[config.mk]
export PLATFORM = sky130hd
export DESIGN_NAME = testport_snoop
export DESIGN_NICKNAME = d
export VERILOG_FILES = /design/src/rtl/testport_snoop.sv
export SDC_FILE = /design/constraint.sdc
export NUM_CORES = 1
export LEC_CHECK = 0
export ABC_AREA = 1
export CAP_MARGIN = 10
export CORE_MARGIN = 5
export CORE_UTILIZATION = 45
export DETAILED_ROUTE_END_ITERATION = 12
export PLACE_DENSITY = 0.76
export SYNTH_ARGS = -nofsm -noshare
export SYNTH_HDL_FRONTEND = slang
export SYNTH_SLANG_ARGS = --single-unit
[constraint.sdc]
create_clock -name clk -period 5.2 [get_ports clk]
set_clock_uncertainty 0.15 [all_clocks]
set_input_delay 1.04 -clock clk [delete_from_list [all_inputs] [get_ports clk]]
set_output_delay 1.04 -clock clk [all_outputs]
set_load 0.005 [all_outputs]
[src/rtl/testport_snoop.sv]
// rtl/testport_snoop.sv - test-port store snooper with de-dup, byte swap, result FIFO and perf counters
module testport_snoop #(
    parameter logic [29:0] TEST_PORT  = 30'hFF,
    parameter logic [31:0] BEGIN_SYM  = 32'h00000168,
    parameter logic [31:0] END_SYM    = 32'hFFFFFD5D,
    parameter int          FIFO_DEPTH = 4
) (
    input  logic        clk,
    input  logic        rst,
    input  logic [29:0] addr,
    input  logic [31:0] data,
    input  logic        wen,
    input  logic        stall,
    input  logic        flush,
    input  logic        type_i,
    output logic        out_valid,
    input  logic        out_ready,
    output logic [31:0] out_data,
    output logic [6:0]  out_idx,
    output logic        out_last,
    output logic        active,
    output logic        done,
    output logic        overflow,
    output logic [15:0] cycle_cnt,
    output logic [15:0] stall_cnt,
    output logic [15:0] flush_cnt,
    output logic [15:0] branch_cnt
);

    localparam int AW = $clog2(FIFO_DEPTH);

    typedef enum logic [1:0] {S_IDLE, S_ACTIVE, S_DONE} state_t;

    state_t      state_q, state_d;
    logic        armed_q;
    logic [AW:0] wr_ptr_q, rd_ptr_q;
    logic [6:0]  idx_q;
    logic        overflow_q;
    logic [15:0] cycle_q, stall_q, flush_q, branch_q;

    logic [31:0] mem_data_q [FIFO_DEPTH];
    logic [6:0]  mem_idx_q  [FIFO_DEPTH];
    logic        mem_last_q [FIFO_DEPTH];

    logic [31:0] swapped;
    logic        hit, is_empty, is_full, pop, push_req, push, in_active;

    assign swapped  = {data[7:0], data[15:8], data[23:16], data[31:24]};
    // armed drops for the whole wen burst, so a store held through a stall counts once
    assign hit      = wen & armed_q & (addr == TEST_PORT);
    assign is_empty = (wr_ptr_q == rd_ptr_q);
    assign is_full  = (wr_ptr_q[AW] != rd_ptr_q[AW]) && (wr_ptr_q[AW-1:0] == rd_ptr_q[AW-1:0]);
    assign pop      = ~is_empty & out_ready;
    assign in_active = (state_q == S_ACTIVE);
    assign push_req = in_active & hit;
    assign push     = push_req & (~is_full | pop);

    function automatic logic [15:0] sat_inc(input logic [15:0] c, input logic en);
        return (en && c != 16'hFFFF) ? c + 16'd1 : c;
    endfunction

    always_ff @(posedge clk) begin
        if (rst) begin
            state_q <= S_IDLE;
        end else begin
            state_q <= state_d;
        end
    end

    always_comb begin
        state_d = state_q;
        case (state_q)
            S_IDLE:   if (hit && swapped == BEGIN_SYM) state_d = S_ACTIVE;
            S_ACTIVE: if (hit && swapped == END_SYM)   state_d = S_DONE;
            S_DONE:   state_d = S_DONE;
            default:  state_d = S_IDLE;
        endcase
    end

    always_comb begin
        active = (state_q == S_ACTIVE);
        done   = (state_q == S_DONE);
    end

    always_ff @(posedge clk) begin
        if (rst) begin
            armed_q    <= 1'b1;
            wr_ptr_q   <= '0;
            rd_ptr_q   <= '0;
            idx_q      <= '0;
            overflow_q <= 1'b0;
            cycle_q    <= '0;
            stall_q    <= '0;
            flush_q    <= '0;
            branch_q   <= '0;
        end else begin
            armed_q <= ~wen;
            if (push) wr_ptr_q <= wr_ptr_q + 1'b1;
            if (pop)  rd_ptr_q <= rd_ptr_q + 1'b1;
            // idx advances even on a dropped word so the consumer sees the gap
            if (push_req) idx_q <= idx_q + 7'd1;
            if (push_req && !push) overflow_q <= 1'b1;
            cycle_q  <= sat_inc(cycle_q,  in_active);
            stall_q  <= sat_inc(stall_q,  in_active & stall);
            flush_q  <= sat_inc(flush_q,  in_active & flush);
            branch_q <= sat_inc(branch_q, in_active & type_i);
        end
    end

    always_ff @(posedge clk) begin
        if (!rst && push) begin
            mem_data_q[wr_ptr_q[AW-1:0]] <= swapped;
            mem_idx_q[wr_ptr_q[AW-1:0]]  <= idx_q;
            mem_last_q[wr_ptr_q[AW-1:0]] <= (swapped == END_SYM);
        end
    end

    assign out_valid  = ~is_empty;
    assign out_data   = is_empty ? 32'd0 : mem_data_q[rd_ptr_q[AW-1:0]];
    assign out_idx    = is_empty ? 7'd0  : mem_idx_q[rd_ptr_q[AW-1:0]];
    assign out_last   = is_empty ? 1'b0  : mem_last_q[rd_ptr_q[AW-1:0]];
    assign overflow   = overflow_q;
    assign cycle_cnt  = cycle_q;
    assign stall_cnt  = stall_q;
    assign flush_cnt  = flush_q;
    assign branch_cnt = branch_q;

endmodule

== Word level (Yosys, flattened, before mapping) ==
Memories as Yosys holds them, arrays and structs flattened. A register that Yosys moved wholly into a read port is not among the register bits.
Cells that the tools add are included.

* Latch bits: 0
* Logic and storage cells: 73
* Bits in writable memories: 160
* Output and inout port bits: 108
* Bits in read-only memories: 0
* Register bits after elaboration: 81
* Memories: 3

{| class="wikitable"
|+ Memory list
! name !! words !! bits a word !! rd ports !! clocked after memory_dff !! wr ports !! RTL line !! text
|-
| mem_data_q || 4 || 32 || 1 || 1 || 1 || 41 || <nowiki>logic [31:0] mem_data_q [FIFO_DEPTH];</nowiki>
|-
| mem_idx_q || 4 || 7 || 1 || 1 || 1 || 42 || <nowiki>logic [6:0] mem_idx_q [FIFO_DEPTH];</nowiki>
|-
| mem_last_q || 4 || 1 || 1 || 1 || 1 || 43 || <nowiki>logic mem_last_q [FIFO_DEPTH];</nowiki>
|}

* $add $sub $neg: 7
* Shift operators: 0
* Div/mod/pow operators: 0
* Bitwise operators: 12
* Reduce and logical (&&, ||, !) cells: 13
* Equality and inequality tests: 14
* Muxes and demuxes: 14
* $lt $le $gt $ge: 0
* Multipliers: 0

{| class="wikitable"
|+ Operator list
! kind !! number
|-
| $add A16 B1 Y16 const B || 4
|-
| $ne A16 B16 Y1 const B || 4
|-
| $eq A32 B32 Y1 const B || 1
|-
| $eq A32 B9 Y1 const B || 1
|-
| $mux W32 || 1
|-
| $eq A30 B8 Y1 const B || 1
|-
| $mux W2 || 8
|-
| $logic_and A1 B1 Y1 || 9
|-
| $and A1 B1 Y1 || 8
|-
| $add A7 B1 Y7 const B || 1
|-
| $mux W7 || 1
|-
| $add A3 B1 Y3 const B || 2
|-
| $pmux W2 S3 || 1
|-
| $eq A3 B3 Y1 || 1
|-
| $mux W1 || 3
|-
| $not A1 Y1 || 3
|-
| $eq A2 B1 Y1 const B || 1
|-
| $eq A2 B2 Y1 || 1
|-
| $eq A2 B2 Y1 const B || 1
|-
| $logic_not A1 Y1 || 2
|-
| $logic_not A2 Y1 || 1
|-
| $ne A2 B1 Y1 const B || 1
|-
| $ne A2 B2 Y1 const B || 1
|-
| $reduce_and A2 Y1 || 1
|-
| other kinds (2) || 2
|}

== Logic depth before layout (Yosys ltp) ==
* Depth in word-level cells: 8
* Gate-level depth with buffers: 12

== Worst setup path after synthesis ==
Ideal clock, no wire load.

* Path kind: input -> register
* Start point: in addr[21]
* End point: mem mem_data_q[0][0], enable pin
* Cell stages on the path: 9
* Setup slack: 1033 ps
* Setup time: 437 ps
* Path buffers: 0
* Arrival: 3580 ps
* Data required time: 4613 ps
* Cell sequence: nor2_1 > nand2_1 > nor2_1 > nand2_2 > nor2_4 > nand2_2 > nor2_4 > nand2_1 > nor2_1

* Longest elaborated chain between the ends: 7

{| class="wikitable"
|+ Ends and longest elaborated chain
! what !! RTL line !! text
|-
| from (decl) || 10 || <nowiki>input logic [29:0] addr,</nowiki>
|-
| $eq A30 B8 Y1 || 50 || <nowiki>assign hit = wen & armed_q & (addr == TEST_PORT);</nowiki>
|-
| $and A1 B1 Y1 || 50 ||
|-
| $and A1 B1 Y1 || 55 || <nowiki>assign push_req = in_active & hit;</nowiki>
|-
| $and A1 B1 Y1 || 56 || <nowiki>assign push = push_req & (~is_full | pop);</nowiki>
|-
| $logic_and A1 B1 Y1 || 111 || <nowiki>if (!rst && push) begin</nowiki>
|-
| $mux W1 || 111 ||
|-
| $mux W1 (implied by the code) || 112 || <nowiki>mem_data_q[wr_ptr_q[AW-1:0]] <= swapped;</nowiki>
|-
| to (decl) || 41 ||
|}

No other way between the ends.

== Final worst setup path ==
* Start point: reg wr_ptr_q[0]
* End point: out out_data[30]

* Longest elaborated chain between the ends: 2

{| class="wikitable"
|+ Ends and longest elaborated chain
! what !! RTL line !! text
|-
| from (decl) || 36 || <nowiki>logic [AW:0] wr_ptr_q, rd_ptr_q;</nowiki>
|-
| from (signal assigned) || 98 || <nowiki>if (push) wr_ptr_q <= wr_ptr_q + 1'b1;</nowiki>
|-
| $eq A3 B3 Y1 || 51 || <nowiki>assign is_empty = (wr_ptr_q == rd_ptr_q);</nowiki>
|-
| $mux W32 || 119 || <nowiki>assign out_data = is_empty ? 32'd0 : mem_data_q[rd_ptr_q[AW-1:0]];</nowiki>
|-
| to (decl) || 18 || <nowiki>output logic [31:0] out_data,</nowiki>
|}

No other way between the ends.

==> flow_metrics.py <==
metrics = {
    "sta": {
        "rsz_0062_raised_after_global_routing": "false",
        "hold_viol": 0,
        "final_min_period_over_clock_period_pct": 80.3,
        "post-route-min-period_ps": 4180,
        "postLayoutSetupSlackWorst_ps": 1020,
        "relSlewSlack_pct": 28.1,
        "tns_ps": 0,
        "worst-slew-pin-transition_ps": 1080,
        "final_max_slew_viol_count": 0,
        "clock.fmax_mhz": 239,
        "setup_viol": 0,
    },
    "placement": {
        "hpwl_um": 17000,
        "detailedPlace.worstSlack_ps": 1440,
        "place_congestion": 0.831,
        "port_buffers": 176,
    },
    "die": {
        "placement_rows": 57,
        "die_h_um": 168,
        "initial_core_utilization_pct": 45.8,
        "die_width_um": 168,
        "dieArea_um2": 28200,
        "floorplan.io_pins": 177,
        "coreArea_um2": 24500,
    },
    "finish": {
        "post-route-util_pct": 57.8,
        "n_antenna_cell": 0,
        "drive_gt1_share_pct": 7.26,
        "layout_stage_area_growth_over_the_synthesis_result_pct": 26.1,
        "final_cell_mix": "239 x sky130_fd_sc_hd__nand2_1, 238 x sky130_fd_sc_hd__nor2_1, 175 x sky130_fd_sc_hd__clkdlybuf4s50_1, 160 x sky130_fd_sc_hd__edfxtp_1, 127 x sky130_fd_sc_hd__inv_1",
        "n_fill_cell": 2078,
        "finish.net_count": 1483,
        "final_common_cell": "sky130_fd_sc_hd__nand2_1",
    },
    "synth": {
        "mean_area_per_synthesized_cell_um2": 9.11,
        "synth-warning-count": 0,
        "post_synth_inst_count": 1231,
        "ys_async_sr_fraction_pct": 0,
        "synth-seq-cells": 243,
        "synth-edff-count": 160,
        "ys_dominant_reg_cell": "sky130_fd_sc_hd__edfxtp_1",
        "synth_top_area_share_pct": 42.8,
        "synth.distinct_cells": 41,
        "syn_nets": 1314,
        "seq_total_area_yosys_pct": 57.7,
        "synth.largest_area_cell": "sky130_fd_sc_hd__edfxtp_1",
        "syn_area_um2": 11200,
        "synth_area_leaders": "sky130_fd_sc_hd__edfxtp_1 43%, sky130_fd_sc_hd__dfxtp_1 15%, sky130_fd_sc_hd__nor2_1 8.1%, sky130_fd_sc_hd__nand2_1 8.0%, sky130_fd_sc_hd__inv_1 4.3%",
    },
    "global_routing": {
        "globalRoute.totalOverflow": 0,
        "grt_start_max_net_pins": 81,
        "grt_use_total_pct": 18.0,
        "wire_length_of_the_first_global_routing_pass_um": 42800,
        "antenna_found_initial": 1,
        "first_global_vias": 8718,
    },
    "pwr": {
        "total_leakage_power_uw": 0.00517,
        "power.total_uw": 4630,
        "vdd.ir_drop.worst_v": 0.000272,
        "power.density_nw_per_um2": 327,
    },
    "clocking": {
        "cts_buffers": 26,
        "clk-insertion-delay-late_ps": 530,
        "ctsHtreeMaxLevel": 1,
        "ctsHoldBuffers": 0,
        "postCtsSetupRepairBufs": 0,
        "post_cts.resized_instances": 0,
        "ctsRootBufferMaster": "sky130_fd_sc_hd__clkbuf_16",
        "cts_max_path_buffers": 3,
        "numClockSinks": 243,
        "clkSlewWorstSetupHoldPaths_ps": 60,
        "tritoncts_clock_tree": "done",
    },
    "setup_path": {
        "cp-end-kind": "output pin",
        "signal_arrival_time_at_the_worst_endpoint_ps": 2990,
        "crit_buf_inv": 3,
        "cp_max_fo": 24,
        "crit_path_start_kind": "flop",
        "critical_path.top_delay_family": "buffers and inverters",
        "critical_path.most_common_cell": "sky130_fd_sc_hd__nand2_1",
        "worst_path_cell_chain": "xor2_1, a21oi_1, nand2_1, buf_4, nand2_1, inv_1, clkdlybuf4s50_1",
        "critPathRequiredTime_ps": 4010,
        "critical_path.slowest_cell": "sky130_fd_sc_hd__nand2_1",
        "worstSetupPathType": "flop to output pin",
        "worst_path_largest_cell_delay_ps": 790,
    },
    "detailed_routing": {
        "routed_wirelength_um": 26300,
        "wl_per_cell_um": 15.1,
        "drt_iter0_drc": 639,
        "drcViolationCount": 0,
        "route.detailed.vias_per_inst": 5.15,
        "via_count": 8983,
        "firstDrtPassIters": 5,
        "detail-route-antenna-nets": 0,
    },
    "job": {
        "maxCapViolations": 0,
    },
    "run_status": {
        "outcome": "finished clean",
    },
    "min_path": {
        "min_path_type": "flop to flop",
    },
}
==> final timing paths <==
kind	from	to	slack, ps	cells after the start
hold / removal	rd_ptr_q[2]	rd_ptr_q[2]	320	2
setup reg to reg	state_q[1]	mem_data_q[3][11]	2240	7
setup / recovery	wr_ptr_q[0]	out_data[30]	1020	7
hold reg to reg	rd_ptr_q[2]	rd_ptr_q[2]	320	2
==> cells in the mapped netlist, types with 4 or more instances <==
cell / instances
sky130_fd_sc_hd__nand3_2: 4
sky130_fd_sc_hd__edfxtp_1: 160
sky130_fd_sc_hd__a21oi_2: 7
sky130_fd_sc_hd__nor3b_2: 4
sky130_fd_sc_hd__o21ai_0: 70
sky130_fd_sc_hd__nand2_1: 239
sky130_fd_sc_hd__nand4_1: 20
sky130_fd_sc_hd__dfxtp_1: 83
sky130_fd_sc_hd__nor3_1: 29
sky130_fd_sc_hd__o32ai_1: 40
sky130_fd_sc_hd__nand2_2: 8
sky130_fd_sc_hd__and3_1: 4
sky130_fd_sc_hd__a21oi_1: 40
sky130_fd_sc_hd__nor2_1: 242
sky130_fd_sc_hd__xor2_1: 16
sky130_fd_sc_hd__clkbuf_1: 37
sky130_fd_sc_hd__nand3_1: 38
sky130_fd_sc_hd__nor3_2: 6
sky130_fd_sc_hd__ha_1: 14
sky130_fd_sc_hd__buf_6: 6
sky130_fd_sc_hd__xnor2_1: 7
sky130_fd_sc_hd__inv_1: 127
sky130_fd_sc_hd__nor3b_1: 4
==> layer usage <==
| layer | track usage, % | up-vias | part of all wire (%) | routed length (µm) |
|---|---|---|---|---|
| li1 | - | 4456 | - | - |
| met1 | 23.2 | 4215 | 43 | 11200 |
| met2 | 31.4 | 275 | 49 | 12900 |
| met3 | 3.92 | 35 | 7.0 | 1850 |
| met4 | 3.85 | 2 | 1.4 | 365 |
| met5 | 0 | - | 0.042 | 11 |
==> through the flow <==
stage	std cells	area (µm²)	hold WS, ps
floorplan	1231	11200	297
global placement	1696	13300	307
detailed placement	1696	13300	307
CTS	1743	14100	323
global route	1743	14100	345
finish	1743	14100	318
==> report_power, final <==
group / internal, µW / total [µW] / switching [µW]
combinational: 272 / 677 / 405
sequential: 2070 / 2090 / 21.1
clock: 1120 / 1860 / 742
total: 3460 / 4630 / 1170
==> worst min-delay path: stages, from the launching register on <==
cell	delay (ps)
sky130_fd_sc_hd__dfxtp_1	330
sky130_fd_sc_hd__inv_1	50
sky130_fd_sc_hd__a21oi_1	50
==> cell families after synthesis <==
group	after synthesis	share of synthesized area, %
AND/OR/NAND/NOR	608	23.5
AO/OA/AOI/OAI	165	9.05
flip-flops	243	57.7
adder cells (fa/ha/maj)	14	1.56
XOR/XNOR	23	1.80
buffers and inverters	178	6.44
==> area by class of cell <==
type / count / area, µm² / share of cell area (%)
Sequential cell: 243 / 6470 / 45.7
Timing Repair Buffer: 187 / 1840 / 13.0
Clock buffer: 28 / 658 / 4.65
Tap cell: 324 / 405 / 2.87
Inverter: 132 / 498 / 3.52
Multi-Input combinational cell: 810 / 4060 / 28.7
Clock inverter: 19 / 216 / 1.53
==> flip-flops by register name (all words and copies together) (netlist names), 4 cells and up, named ones only <==
name / cells
stall_cnt: 16
mem_idx_q: 28
branch_cnt: 16
mem_last_q: 4
mem_data_q: 128
flush_cnt: 16
idx_q: 7
cycle_cnt: 16
Power figures use the tool's default switching activity.
